File: config.mk
export PLATFORM = sky130hd
export DESIGN_NAME = dma_copy_master
export DESIGN_NICKNAME = d
export VERILOG_FILES = /design/src/rtl/bus_pkg.sv /design/src/rtl/dma_copy_master.sv
export SDC_FILE = /design/constraint.sdc
export NUM_CORES = 1
export LEC_CHECK = 0
export ABC_AREA = 1
export BUFFER_PORTS_ARGS = -buffer_cell sky130_fd_sc_hd__buf_2
export CORE_ASPECT_RATIO = 0.7
export CORE_MARGIN = 3
export CORE_UTILIZATION = 40
export DETAILED_ROUTE_END_ITERATION = 12
export PLACE_DENSITY = 0.63
export SYNTH_ARGS = -nofsm -noshare
export SYNTH_HDL_FRONTEND = slang
export SYNTH_SLANG_ARGS = --single-unit
File: constraint.sdc
create_clock -name clk -period 3 [get_ports clk]
set_input_delay 0.45 -clock clk [delete_from_list [all_inputs] [get_ports clk]]
set_output_delay 0.45 -clock clk [all_outputs]
set_load 0.03 [all_outputs]
File: src/rtl/bus_pkg.sv
// Shared definitions for the byte-wide program-ROM / RAM bus and the DMA copy master.
package bus_pkg;

  localparam int BUS_ADDR_W = 16;
  localparam int BUS_DATA_W = 8;

  localparam logic [15:0] RAM_BASE      = 16'h0000;
  localparam int          RAM_SIZE      = 32768;
  localparam logic [15:0] PIO_DDR_ADDR  = 16'hFE00;
  localparam logic [15:0] PIO_PORT_ADDR = 16'hFE01;

  typedef enum logic [2:0] {
    IDLE,
    REQ,
    RD,
    WR,
    VFY,
    REL,
    DONE
  } dma_state_t;

endpackage

File: src/rtl/dma_copy_master.sv
// Byte-at-a-time bus copy engine (read src, write dst) that arbitrates with the CPU.
// Define DMA_COPY_VERIFY_EN to read back every written byte and flag mismatches on err.
//
// state | meaning
// IDLE  | waiting for start
// REQ   | bus_req raised, waiting for bus_grant
// RD    | read strobe at src, byte captured
// WR    | write strobe at dst
// VFY   | read-back of dst compared to the copied byte (verify builds only)
// REL   | bus released for one cycle at a burst boundary
// DONE  | one-cycle completion pulse
module dma_copy_master
  import bus_pkg::*;
#(
  parameter int ADDR_W = BUS_ADDR_W,
  parameter int DATA_W = BUS_DATA_W,
  parameter int BURST  = 16
) (
  input  logic              clk,
  input  logic              rst_n,
  input  logic              start,
  input  logic [ADDR_W-1:0] src_addr,
  input  logic [ADDR_W-1:0] dst_addr,
  input  logic [ADDR_W-1:0] length,
  output logic              bus_req,
  input  logic              bus_grant,
  output logic [ADDR_W-1:0] bus_addr,
  output logic              bus_cs,
  output logic              bus_we,
  output logic [DATA_W-1:0] bus_wdata,
  input  logic [DATA_W-1:0] bus_rdata,
  output logic              busy,
  output logic              done,
  output logic              err
);

  localparam logic [ADDR_W:0] BURST_N = (ADDR_W+1)'(BURST);

  dma_state_t        state;
  logic [ADDR_W-1:0] src_q;
  logic [ADDR_W-1:0] dst_q;
  logic [ADDR_W-1:0] rem_q;
  logic [ADDR_W:0]   burst_q;
  logic [DATA_W-1:0] byte_q;

  logic [ADDR_W:0]   burst_nxt;
  dma_state_t        adv_state;
  logic              adv_en;
  logic              vfy_fail;

  assign burst_nxt = burst_q + 1'b1;

  always_comb begin
    if (rem_q == ADDR_W'(1))
      adv_state = DONE;
    else if ((BURST != 0) && (burst_nxt == BURST_N))
      adv_state = REL;
    else
      adv_state = RD;
  end

`ifdef DMA_COPY_VERIFY_EN
  assign adv_en   = bus_grant && (state == VFY) && (bus_rdata == byte_q);
  assign vfy_fail = bus_grant && (state == VFY) && (bus_rdata != byte_q);
`else
  assign adv_en   = bus_grant && (state == WR);
  assign vfy_fail = 1'b0;
`endif

  // Strobes are gated by grant so a lost grant stalls the cycle without a bus access.
  always_comb begin
    bus_cs    = 1'b0;
    bus_we    = 1'b0;
    bus_addr  = '0;
    bus_wdata = '0;
    if (bus_grant) begin
      case (state)
        RD: begin
          bus_cs   = 1'b1;
          bus_addr = src_q;
        end
        WR: begin
          bus_cs    = 1'b1;
          bus_we    = 1'b1;
          bus_addr  = dst_q;
          bus_wdata = byte_q;
        end
`ifdef DMA_COPY_VERIFY_EN
        VFY: begin
          bus_cs   = 1'b1;
          bus_addr = dst_q;
        end
`endif
        default: ;
      endcase
    end
  end

  always_ff @(posedge clk or negedge rst_n) begin
    if (!rst_n) begin
      state   <= IDLE;
      src_q   <= '0;
      dst_q   <= '0;
      rem_q   <= '0;
      burst_q <= '0;
      byte_q  <= '0;
      bus_req <= 1'b0;
      busy    <= 1'b0;
      done    <= 1'b0;
      err     <= 1'b0;
    end else begin
      done <= 1'b0;
      case (state)
        IDLE: if (start) begin
          if (length != '0) begin
            src_q   <= src_addr;
            dst_q   <= dst_addr;
            rem_q   <= length;
            burst_q <= '0;
            err     <= 1'b0;
            busy    <= 1'b1;
            bus_req <= 1'b1;
            state   <= REQ;
          end else begin
            done  <= 1'b1;
            state <= DONE;
          end
        end
        REQ: if (bus_grant) state <= RD;
        RD: if (bus_grant) begin
          byte_q <= bus_rdata;
          state  <= WR;
        end
`ifdef DMA_COPY_VERIFY_EN
        WR: if (bus_grant) state <= VFY;
`endif
        REL: begin
          burst_q <= '0;
          bus_req <= 1'b1;
          state   <= REQ;
        end
        DONE: state <= IDLE;
        default: ;
      endcase

      if (adv_en) begin
        src_q   <= src_q + 1'b1;
        dst_q   <= dst_q + 1'b1;
        rem_q   <= rem_q - 1'b1;
        burst_q <= burst_nxt;
        state   <= adv_state;
        bus_req <= (adv_state == RD);
        if (adv_state == DONE) begin
          busy <= 1'b0;
          done <= 1'b1;
        end
      end

      // A failed read-back abandons the rest of the block but still reports completion.
      if (vfy_fail) begin
        err     <= 1'b1;
        bus_req <= 1'b0;
        busy    <= 1'b0;
        done    <= 1'b1;
        state   <= DONE;
      end
    end
  end

endmodule
* After elaboration in Yosys (flattened, before gate mapping)
Index checks and enable logic that the tools add are counted.
** Word-level totals
- Flip-flop bits (word level) :: 79
- Output and inout port bits :: 30
- Logic and storage cells :: 85
** Operators by class
- Add/subtract/negate cells :: 4
- Eq/ne operators :: 13
- Muxes and demuxes :: 46
- Reductions and logical operators :: 13
** Operator list (count)
- $mux 16 :: 13
- $mux 17 :: 3
- $pmux 17 s2 :: 1
- $add 16x1->16 const B :: 2
- $pmux 16 s2 :: 1
- $mux 3 :: 7
- $add 17x1->17 const B :: 1
- $eq 17x5->1 const B :: 1
- $mux 1 :: 17
- $eq 16x1->1 const B :: 1
- $mux 8 :: 2
- $reduce_bool 16->1 :: 1
- $sub 16x1->16 const B :: 1
- $pmux 3 s5 :: 1
- $ne 3x3->1 const B :: 4
- $eq 3x2->1 const B :: 3
- $eq 3x3->1 const B :: 3
- $reduce_and 3->1 :: 2
- $reduce_bool 2->1 :: 3
- $reduce_bool 6->1 :: 1
- $reduce_and 4->1 :: 1
- $eq 3x1->1 const B :: 1
- $logic_not 3->1 :: 1
- $reduce_bool 3->1 :: 1
- other kinds (4) :: 4

* Depth between registers and ports, before layout
Gate-level depths: netlist of the first run.
- Depth in word-level cells :: 7
- Depth in mapped cells :: 14
- Depth with buffers taken out :: 14

* Worst setup path before layout of the first run
No wires, ideal clock.
- Path kind :: flip-flop to output port
- Start point :: register state[2]
- End point :: output port bus_addr[13]
- Arrival :: 2.123 ns
- Data required time :: 2.550 ns
- Path slack :: 0.427 ns
- Stages on the path, launching flop included :: 7
- Path buffers :: 1
- Cells stage by stage :: dfrtp_1 inv_2 nand2_1 nor2_1 nand2_1 clkbuf_1 o21ai_0
** On the way
- Cells in the longest elaborated chain, start to end :: 3
- Elaborated cells between the ends (all ways) :: 4
** Ends and longest elaborated chain
- from (decl) :: line dma_copy_master.sv:39 : dma_state_t state;
- from (signal assigned) :: line dma_copy_master.sv:151 : state <= adv_state;
- $eq 3x2->1 :: line dma_copy_master.sv:77 : case (state)
- $pmux 16 s2 (*) :: line dma_copy_master.sv:77
- $mux 16 (*) :: line dma_copy_master.sv:76 : if (bus_grant) begin
- to (decl) :: line dma_copy_master.sv:27 : output logic [ADDR_W-1:0] bus_addr,
Every way passes the cells marked *; elsewhere a longest branch is shown, timed or not.

* Worst setup path in the final report of the first run
Same ends and word-level chain as after synthesis.

==> results of run 1 <==
[routing by layer]
layer	track usage, %	share of wire [%]	vias up
li1	-	-	2527
met1	33.58	51	2427
met2	30.66	41	195
met3	4.267	6.9	18
met4	4.691	1.1	2
met5	0	0.066	-
[power breakdown]
part,internal (W),switching [W]
Combinational,0.000790,0.00164
Sequential,0.00146,0.000372
Clock,0.000603,0.000454
Total,0.00286,0.00247
[registers in the layout, indices dropped and copies added, names as in the netlist]
| register | flops |
|---|---|
| rem_q | 16 |
| bus_req | 1 |
| src_q | 16 |
| byte_q | 8 |
| burst_q | 17 |
| done | 1 |
| state | 3 |
| busy | 1 |
| dst_q | 16 |
[logic make-up after synthesis]
group           synth area share, %
xor+xnor                      2.398
fa+ha+maj                     1.223
compound gates                16.00
flops                         38.66
buf+inv                       9.542
other cells                 0.07333
simple gates                  32.10
[path summary, 6_finish.rpt]
path                                  start            to  slack [ps]  cells after the start
worst max-delay path               state[2]  bus_addr[13]         310                      6
worst min-delay path                  rst_n      rem_q[5]         290                      1
worst max register to register     state[1]      dst_q[6]         720                      7
worst min register to register         busy          busy         490                      1
max in group asynchronous             rst_n     dst_q[11]        2010                      1
min in group clk                src_addr[9]      src_q[9]         320                      3
[placed cells by master (no fill, tap or decap), drive strengths merged, types with 3 or more instances in the layout]
cell type,count
nor4,8
nor2,107
nand2,161
clkinv,5
o211ai,15
a31oi,4
a21oi,25
o21ai,44
clkbuf,11
xor2,12
inv,87
a211oi,4
o22ai,30
clkinvlp,3
ha,5
nand4,12
dfrtp,79
nand3,59
nor3,15
buf,97
[worst max-delay path, stage by stage (launching register included)]
cell and delay (ps):
dfrtp_1 430, inv_2 110, nand2_1 70, nor2_1 220, nand2_1 400, o21ai_0 410
buf_2 260
[final cells by class]
cell class | count | area (sq um)
fill | 1205 | 6128
multi-input combinational | 516 | 2649
sequential | 79 | 1977
timing repair buffer | 97 | 523.0
inverter | 90 | 339.1
clock buffer | 11 | 252.7
tap | 157 | 196.4
clock inverter | 5 | 32.53
[per-stage QoR]
| stage | setup slack [ps] | hold WS (ps) | cell area [sq um] |
|---|---|---|---|
| floorplan | 427.1 | 154.4 | 5114 |
| global placement | 770.1 | 477.1 | 5684 |
| detailed placement | 667.9 | 480.9 | 5684 |
| CTS | 340.7 | 313.0 | 5969 |
| global route | 189.5 | 325.4 | 5969 |
| finish | 314.5 | 292.5 | 5969 |
==> flow_metrics.env, run 1 <==
export IMPL_status="finished, final reports clean"
export IMPL_cts_sinks=79
export IMPL_synth_edf_count=0
export IMPL_synth_area_leaders="dfrtp_1, nand2_1, nor2_1"
export IMPL_layoutNonFillerInstCount=955
export IMPL_avgSynthCellArea_sq_um=7.192
export IMPL_grt_pass1_wl_microns=24490
export IMPL_synth_cell_type_count=47
export IMPL_rows=33
export IMPL_vias_per_cell=5.413
export IMPL_p_per_area_mw_per_mm2=892.1
export IMPL_fp_dieArea_sq_mm=0.01420
export IMPL_start_kind="flip-flop"
export IMPL_fin_nets=858
export IMPL_synth_top_area_share_pct=38.66
export IMPL_io_buffers=88
export IMPL_die_y_microns=100.6
export IMPL_ir_drop_v=0.0004637
export IMPL_fin_util_pct=49.34
export IMPL_area_growth_syn_to_layout_pct=16.74
export IMPL_groute_usage_overall_pct=21.55
export IMPL_max_freq_ghz=0.3724
export IMPL_dp_hpwl_microns=11310
export IMPL_grt_pass1_vias=4719
export IMPL_wl_microns=15230
export IMPL_synthFlopType="dfrtp_1"
export IMPL_arrival_ps=2240
export IMPL_io_pins=90
export IMPL_antenna_found_initial=1
export IMPL_synthArstFlopShare_pct=100.0
export IMPL_period_share_pct=89.52
export IMPL_path_max_fanout=15
export IMPL_numPlacedInstances=939
export IMPL_yosysTopAreaCell="dfrtp_1"
export IMPL_synthTopCellsByCount="nand2_1, nor2_1, inv_1"
export IMPL_firstDrtPassIters=5
export IMPL_numCtsBuffers=9
export IMPL_die_x_microns=141.1
export IMPL_grt_start_max_net_pins=80
export IMPL_ys_seq_area_share_pct=38.66
export IMPL_required_ps=2550
export IMPL_holdCritPathClass="in2async"
export IMPL_slew_headroom_pct=29.03
export IMPL_cts_htree_levels=3
export IMPL_period_minus_slack_ps=2685
export IMPL_worst_setup_path_end_kind="output pin"
export IMPL_clockRootBuffer="clkbuf_16"
export IMPL_drt_wirelength_per_cell_microns=15.95
export IMPL_cts_resized=0
export IMPL_clk_latency_ps=340
export IMPL_core_sq_mm=0.01210
export IMPL_rsz0062_at_grt="no"
export IMPL_total_power_w=0.005325
export IMPL_vias=5169
export IMPL_yosysMostFrequentCell="nand2_1"
export IMPL_slew_viol_final=0
export IMPL_clk_pin_slew_ps=60
export IMPL_insertedDiodeCount=0
export IMPL_holdBufCountCts=0
export IMPL_maxCapViolCount=0
export IMPL_setup_viol=0
export IMPL_hold_viol=0
export IMPL_initial_utilization_pct=42.27
export IMPL_worst_pin_slew_ps=1065
export IMPL_ys_ff_latch=79
export IMPL_cts_buffer_depth=2
export IMPL_first_iter_violations=539
export IMPL_synth_warnings=0
export IMPL_antenna_left=0
export IMPL_p_leak_nw=2.900
export IMPL_tritoncts="built"
export IMPL_synth_nets=776
export IMPL_finalSetupTns_ps=0
export IMPL_gr_total_overflow=0
export IMPL_skew_ps=6.472
export IMPL_drt_drc_violations_left=0
export IMPL_drive_gt1_share_pct=20.18
export IMPL_critPathKind="reg2out"
export IMPL_synthesis_area_sq_mm=0.005114
export IMPL_postCtsSetupRepairBufs=0
export IMPL_place_gp_congestion=0.8856
export IMPL_synthCells=711
No activity file was read; power rests on OpenSTA's default activity.
==> run 2, diff against run 1 <==
Settings changed: PLACE_DENSITY 0.63 to not set, PLACE_DENSITY_LB_ADDON set to 0.08.
==> run 2 against run 1 <==
  * Clock-buffer cell count is 1 lower
  * Largest cell class unchanged
  * Worst setup slack better by 310 ps
  * Sequential cell count stayed put
  * Final cell count is 0.10% higher
  * Sequential power hardly changed
  * Final area is 0.75% higher
  * Worst hold slack worse by 200 ps
  * Fmax is 13% higher
  * Via count is 1.4% lower
  * Power is 2.2% higher
  * Combinational power hardly changed
  * Clock power is 13% higher
==> flow_metrics.env, run 2 (same netlist as run 1, synthesis figures left out) <==
export IMPL_status="finished, final reports clean"
export IMPL_required_ps=2550
export IMPL_vias=5095
export IMPL_die_y_microns=100.6
export IMPL_firstDrtPassIters=5
export IMPL_p_switching_w=0.002457
export IMPL_place_gp_congestion=0.9226
export IMPL_finalSetupTns_ps=0
export IMPL_first_iter_violations=414
export IMPL_antenna_found_initial=0
export IMPL_seq_power_share_pct=33.7
export IMPL_worst_pin_slew_ps=557.2
export IMPL_critPathKind="reg2out"
export IMPL_fin_nets=859
export IMPL_grtUsageMet1_pct=32.66
export IMPL_fill_cells=1211
export IMPL_layout_commonest_cell="nand2_1"
export IMPL_hold_viol=0
export IMPL_groute_usage_overall_pct=21.56
export IMPL_rsz0062_at_grt="no"
export IMPL_grt_pass1_wl_microns=24320
export IMPL_post_dp_cell_area_sq_mm=0.005692
export IMPL_clock_power_share_pct=22.0
export IMPL_clockRootBuffer="clkbuf_16"
export IMPL_area_growth_syn_to_layout_pct=17.62
export IMPL_final_area_sq_mm=0.006015
export IMPL_drt_drc_violations_left=0
export IMPL_pwr_share_comb_pct=44.3
export IMPL_period_minus_slack_ps=2372
export IMPL_worst_setup_path_end_kind="output pin"
export IMPL_netSwitchingFraction_pct=45.15
export IMPL_period_share_pct=79.07
export IMPL_critPathSlowestCell="dfrtp_1"
export IMPL_largest_reg_flops=17
export IMPL_antenna_left=0
export IMPL_cts_sinks=79
export IMPL_tritoncts="built"
export IMPL_drive_gt1_share_pct=20.15
export IMPL_cp_cell_sequence="inv_2 > nand2_1 > nor2_1 > nand2_1 > buf_4 > o22ai_1 > buf_2"
export IMPL_cts_buffer_depth=2
export IMPL_critPathTopFamily="buffers and inverters"
export IMPL_clk_latency_ps=340
export IMPL_max_freq_ghz=0.4215
export IMPL_initial_utilization_pct=42.27
export IMPL_insertedDiodeCount=0
export IMPL_rows=33
export IMPL_vias_per_cell=5.329
export IMPL_top_register="burst_q"
export IMPL_maxCapViolCount=0
export IMPL_path_buf_inv=3
export IMPL_cts_htree_levels=3
export IMPL_holdCritPathClass="in2async"
export IMPL_p_per_area_mw_per_mm2=904.6
export IMPL_path_common_cell="nand2_1"
export IMPL_crit_path_max_incr_delay_ps=450
export IMPL_start_kind="flip-flop"
export IMPL_setup_viol=0
export IMPL_grt_pass1_vias=4754
export IMPL_gr_total_overflow=0
export IMPL_top_usage_layer="met1"
export IMPL_p_int_w=0.002984
export IMPL_postCtsSetupRepairBufs=0
export IMPL_skew_ps=8.424
export IMPL_slew_viol_final=0
export IMPL_dp_hpwl_microns=11000
export IMPL_use_met3_pct=4.505
export IMPL_grt_start_max_net_pins=62
export IMPL_path_max_fanout=30
export IMPL_io_buffers=88
export IMPL_fp_dieArea_sq_mm=0.01420
export IMPL_total_power_w=0.005441
export IMPL_grt_use_met2_pct=31.98
export IMPL_ir_drop_v=0.0004189
export IMPL_holdBufCountCts=0
export IMPL_core_sq_mm=0.01210
export IMPL_mostFrequentLayoutCells="nand2_1, nor2_1, buf_2"
export IMPL_io_pins=90
export IMPL_clk_pin_slew_ps=60
export IMPL_drt_wirelength_per_cell_microns=15.65
export IMPL_die_x_microns=141.1
export IMPL_p_leak_nw=2.925
export IMPL_cts_resized=0
export IMPL_numCtsBuffers=9
export IMPL_wl_microns=14970
export IMPL_slew_headroom_pct=62.85
export IMPL_arrival_ps=1920
run 2: cell type report:
type / instances / area, sq um / area share [%]
sequential: 79 / 1977 / 32.87
clock buffer: 10 / 229.0 / 3.807
timing repair buffer: 98 / 530.5 / 8.820
tap: 157 / 196.4 / 3.266
clock inverter: 6 / 93.84 / 1.560
inverter: 90 / 339.1 / 5.638
multi-input combinational: 516 / 2649 / 44.04
run 2: power groups by stage:
stage	clock [W]	sequential [W]	combinational [W]
final	0.00120	0.00183	0.00241
after global routing	0.00127	0.00188	0.00272
after CTS	0.00123	0.00182	0.00241
after detailed placement	0	0.00183	0.00240
after global placement	0	0.00183	0.00235
after floorplan	0	0.00174	0.00181
run 2: layer usage:
metal	share of wire, %	wire length [microns]
met3	6.8	1015
met2	42	6289
met4	0.65	97
met1	51	7563
met5	0	0
run 2: through the flow:
step	std cells	setup WS (ps)	hold slack (ps)	util, %
6_report	956	627.8	93.26	49.72
3_3_place_gp	940	803.7	468.3	47.05
2_1_floorplan	711	427.1	154.4	-
5_1_grt	956	435.8	133.9	49.72
4_1_cts	956	616.2	114.4	49.72
3_5_place_dp	940	718.9	474.1	47.05
run 2: worst paths after layout:
kind                        startpoint          end  slack [ps]  cells past startpoint
max reg2reg                   state[0]     dst_q[6]         890                      8
min in group clk           dst_addr[7]     dst_q[7]         320                      3
max                           state[2]  bus_addr[3]         630                      7
min reg2reg                       busy         busy         490                      1
max in group asynchronous        rst_n   burst_q[3]        2180                      2
min                              rst_n   burst_q[9]          90                      1
==> run 3, diff against run 2 <==
Settings changed: ABC_AREA 1 to 0.
Clock period 3 ns to 2.3 ns, I/O delays scaled along.
==> run 3 against run 2 <==
  * Clock skew barely moved
  * Worst hold slack gained 130 ps
  * Critical endpoint is now bus_wdata[3]
  * Clock-buffer cell count did not move
  * Final cell count fell by 16%
  * Power is 7.6% lower
  * First-iteration DRC count up 5.3%
  * Largest power group is now sequential cells
==> flow_metrics.env, run 3 <==
export IMPL_wl_microns=13970
export IMPL_ys_ff_latch=79
export IMPL_route_top_layer_used="met4"
export IMPL_setup_viol=0
export IMPL_p_int_w=0.003175
export IMPL_holdCritPathClass="in2reg"
export IMPL_synthArstFlopShare_pct=100.0
export IMPL_max_freq_ghz=0.4651
export IMPL_place_gp_congestion=0.8304
export IMPL_area_growth_syn_to_layout_pct=22.97
export IMPL_numPlacedInstances=786
export IMPL_clk_latency_ps=340
export IMPL_drt_drc_violations_left=0
export IMPL_clock_power_share_pct=28.3
export IMPL_total_power_w=0.005028
export IMPL_tritoncts="built"
export IMPL_vias_per_cell=5.770
export IMPL_worst_setup_path_end_kind="output pin"
export IMPL_ys_seq_area_share_pct=41.47
export IMPL_arrival_ps=1800
export IMPL_synthesis_area_sq_mm=0.004767
export IMPL_dp_hpwl_microns=10280
export IMPL_clk_pin_slew_ps=60
export IMPL_pre_cts_ws_ps=112.4
export IMPL_rows=32
export IMPL_ir_drop_v=0.0004136
export IMPL_rsz0062_at_grt="no"
export IMPL_antenna_left=0
export IMPL_netSwitchingFraction_pct=36.86
export IMPL_gr_total_overflow=0
export IMPL_grt_pass1_wl_microns=22650
export IMPL_worst_slack_ps=150.1
export IMPL_top_register="burst_q"
export IMPL_fin_nets=712
export IMPL_first_iter_violations=436
export IMPL_fp_dieArea_sq_mm=0.01328
export IMPL_skew_ps=8.324
export IMPL_fill_cells=1068
export IMPL_grt_start_max_net_pins=35
export IMPL_core_sq_mm=0.01133
export IMPL_insertedDiodeCount=0
export IMPL_synthFlopType="dfrtp_1"
export IMPL_vias=4645
export IMPL_io_pins=90
export IMPL_p_leak_nw=2.561
export IMPL_wl_met2_microns=5833
export IMPL_wl_met3_microns=960
export IMPL_fin_util_pct=51.73
export IMPL_cts_buffer_depth=2
export IMPL_synth_edf_count=0
export IMPL_critPathKind="reg2out"
export IMPL_status="finished, final reports clean"
export IMPL_seq_power_share_pct=43.6
export IMPL_worst_pin_slew_ps=497.7
export IMPL_synth_area_leaders="dfrtp_1, nor2_1, o21ai_0"
export IMPL_layoutNonFillerInstCount=805
export IMPL_p_per_area_mw_per_mm2=857.8
export IMPL_start_kind="flip-flop"
export IMPL_required_ps=1960
export IMPL_finalSetupTns_ps=0
export IMPL_slew_headroom_pct=66.75
export IMPL_period_minus_slack_ps=2150
export IMPL_wl_met1_microns=7082
export IMPL_firstDrtPassIters=5
export IMPL_yosysTopAreaCell="dfrtp_1"
export IMPL_cts_sinks=79
export IMPL_cts_htree_levels=3
export IMPL_pwr_share_comb_pct=28.1
export IMPL_io_buffers=88
export IMPL_synthTopCellsByCount="dfrtp_1, nor2_1, nand2_1"
export IMPL_synth_warnings=0
export IMPL_synthCells=544
export IMPL_antenna_found_initial=0
export IMPL_slew_viol_final=0
export IMPL_synth_nets=609
export IMPL_path_max_fanout=30
export IMPL_layout_commonest_cell="buf_2"
export IMPL_largest_reg_flops=17
export IMPL_die_x_microns=136.5
export IMPL_p_switching_w=0.001854
export IMPL_synth_top_area_share_pct=41.47
export IMPL_die_y_microns=97.34
export IMPL_drt_wirelength_per_cell_microns=17.35
export IMPL_clockRootBuffer="clkbuf_16"
export IMPL_period_share_pct=93.47
export IMPL_drive_gt1_share_pct=25.31
export IMPL_maxCapViolCount=0
export IMPL_hold_viol=0
export IMPL_avgSynthCellArea_sq_um=8.763
export IMPL_yosysMostFrequentCell="dfrtp_1"
export IMPL_grt_pass1_vias=4330
export IMPL_numCtsBuffers=9
export IMPL_mostFrequentLayoutCells="buf_2, dfrtp_1, nor2_1"
export IMPL_synth_cell_type_count=63
export IMPL_initial_utilization_pct=42.07
export IMPL_groute_usage_overall_pct=21.29
[run 3: cell types whose count changed after synthesis, moves of 9 or more]
cell     delta
inv_1      -68
xor2_1     -11
mux2i_1    +20
nor2_1     -22
nor2_2      -9
o21ai_1    -12
nand2_1   -100
o22ai_1    -25
o21ai_0    +12
nand3_1    -24
[run 3: layer usage]
metal,vias up,global-route usage (%)
li1,2217,-
met3,11,4.296
met4,0,4.415
met1,2237,33.75
met2,180,29.60
met5,-,0
[run 3: power by group through the flow]
stage,Combinational [W],Clock [W],Sequential (W)
after CTS,0.00140,0.00145,0.00218
final,0.00141,0.00142,0.00219
after floorplan,0.00103,0,0.00206
after global routing,0.00156,0.00153,0.00225
after global placement,0.00137,0,0.00219
after detailed placement,0.00140,0,0.00220
[run 3: critical path, stage by stage (launching register included)]
cell and delay (ps):
dfrtp_1 440, nand4b_4 150, buf_4 140, clkinv_1 160, buf_12 220, and2_1 170, buf_2 170
[run 3: timing repair]
action	CTS	global route
setup endpoints to repair	7	14
resized for setup	1	6
setup buffers	0	2
hold buffers	1	0
pin swaps	0	1
hold endpoints to repair	29	0
[run 3: path summary, 6_finish.rpt]
check	start	slack, ps	depth (start not counted)	to
min in group asynchronous	rst_n	500	2	burst_q[7]
min	src_addr[14]	220	2	src_q[14]
max	state[0]	150	6	bus_wdata[3]
max in group asynchronous	rst_n	1210	3	rem_q[8]
min reg2reg	byte_q[7]	500	1	byte_q[7]
max reg2reg	burst_q[5]	210	6	state[2]
[run 3: through the flow]
step,hold WS [ps],instance area [sq um]
2_1_floorplan,49.41,4767
3_3_place_gp,322.6,5514
3_5_place_dp,321.0,5514
4_1_cts,216.3,5818
5_1_grt,224.4,5862
6_report,221.5,5862
[run 3: cell families (layout without fill, tap and decap cells)]
logic type | Yosys count | in the layout | synth area share [%]
AO/OA/AOI/OAI | 144 | 144 | 20.34
flip-flops | 79 | 79 | 41.47
XOR/XNOR | 6 | 6 | 1.102
adder cells (fa/ha/maj) | 5 | 5 | 1.312
buffers and inverters | 43 | 151 | 3.990
AND/OR/NAND/NOR | 238 | 238 | 25.62
other | 1 | 1 | 0.07866
multiplexers | 28 | 28 | 6.089
[run 3: layout make-up]
| cell class | count | area (sq um) | share of cell area, % |
|---|---|---|---|
| repair buffers | 121 | 734.5 | 12.53 |
| clock inverters | 6 | 61.31 | 1.046 |
| multi-input cells | 422 | 2616 | 44.63 |
| inverters | 14 | 52.55 | 0.8965 |
| well taps | 153 | 191.4 | 3.266 |
| clock buffers | 10 | 229.0 | 3.906 |
| flip-flops and latches | 79 | 1977 | 33.72 |
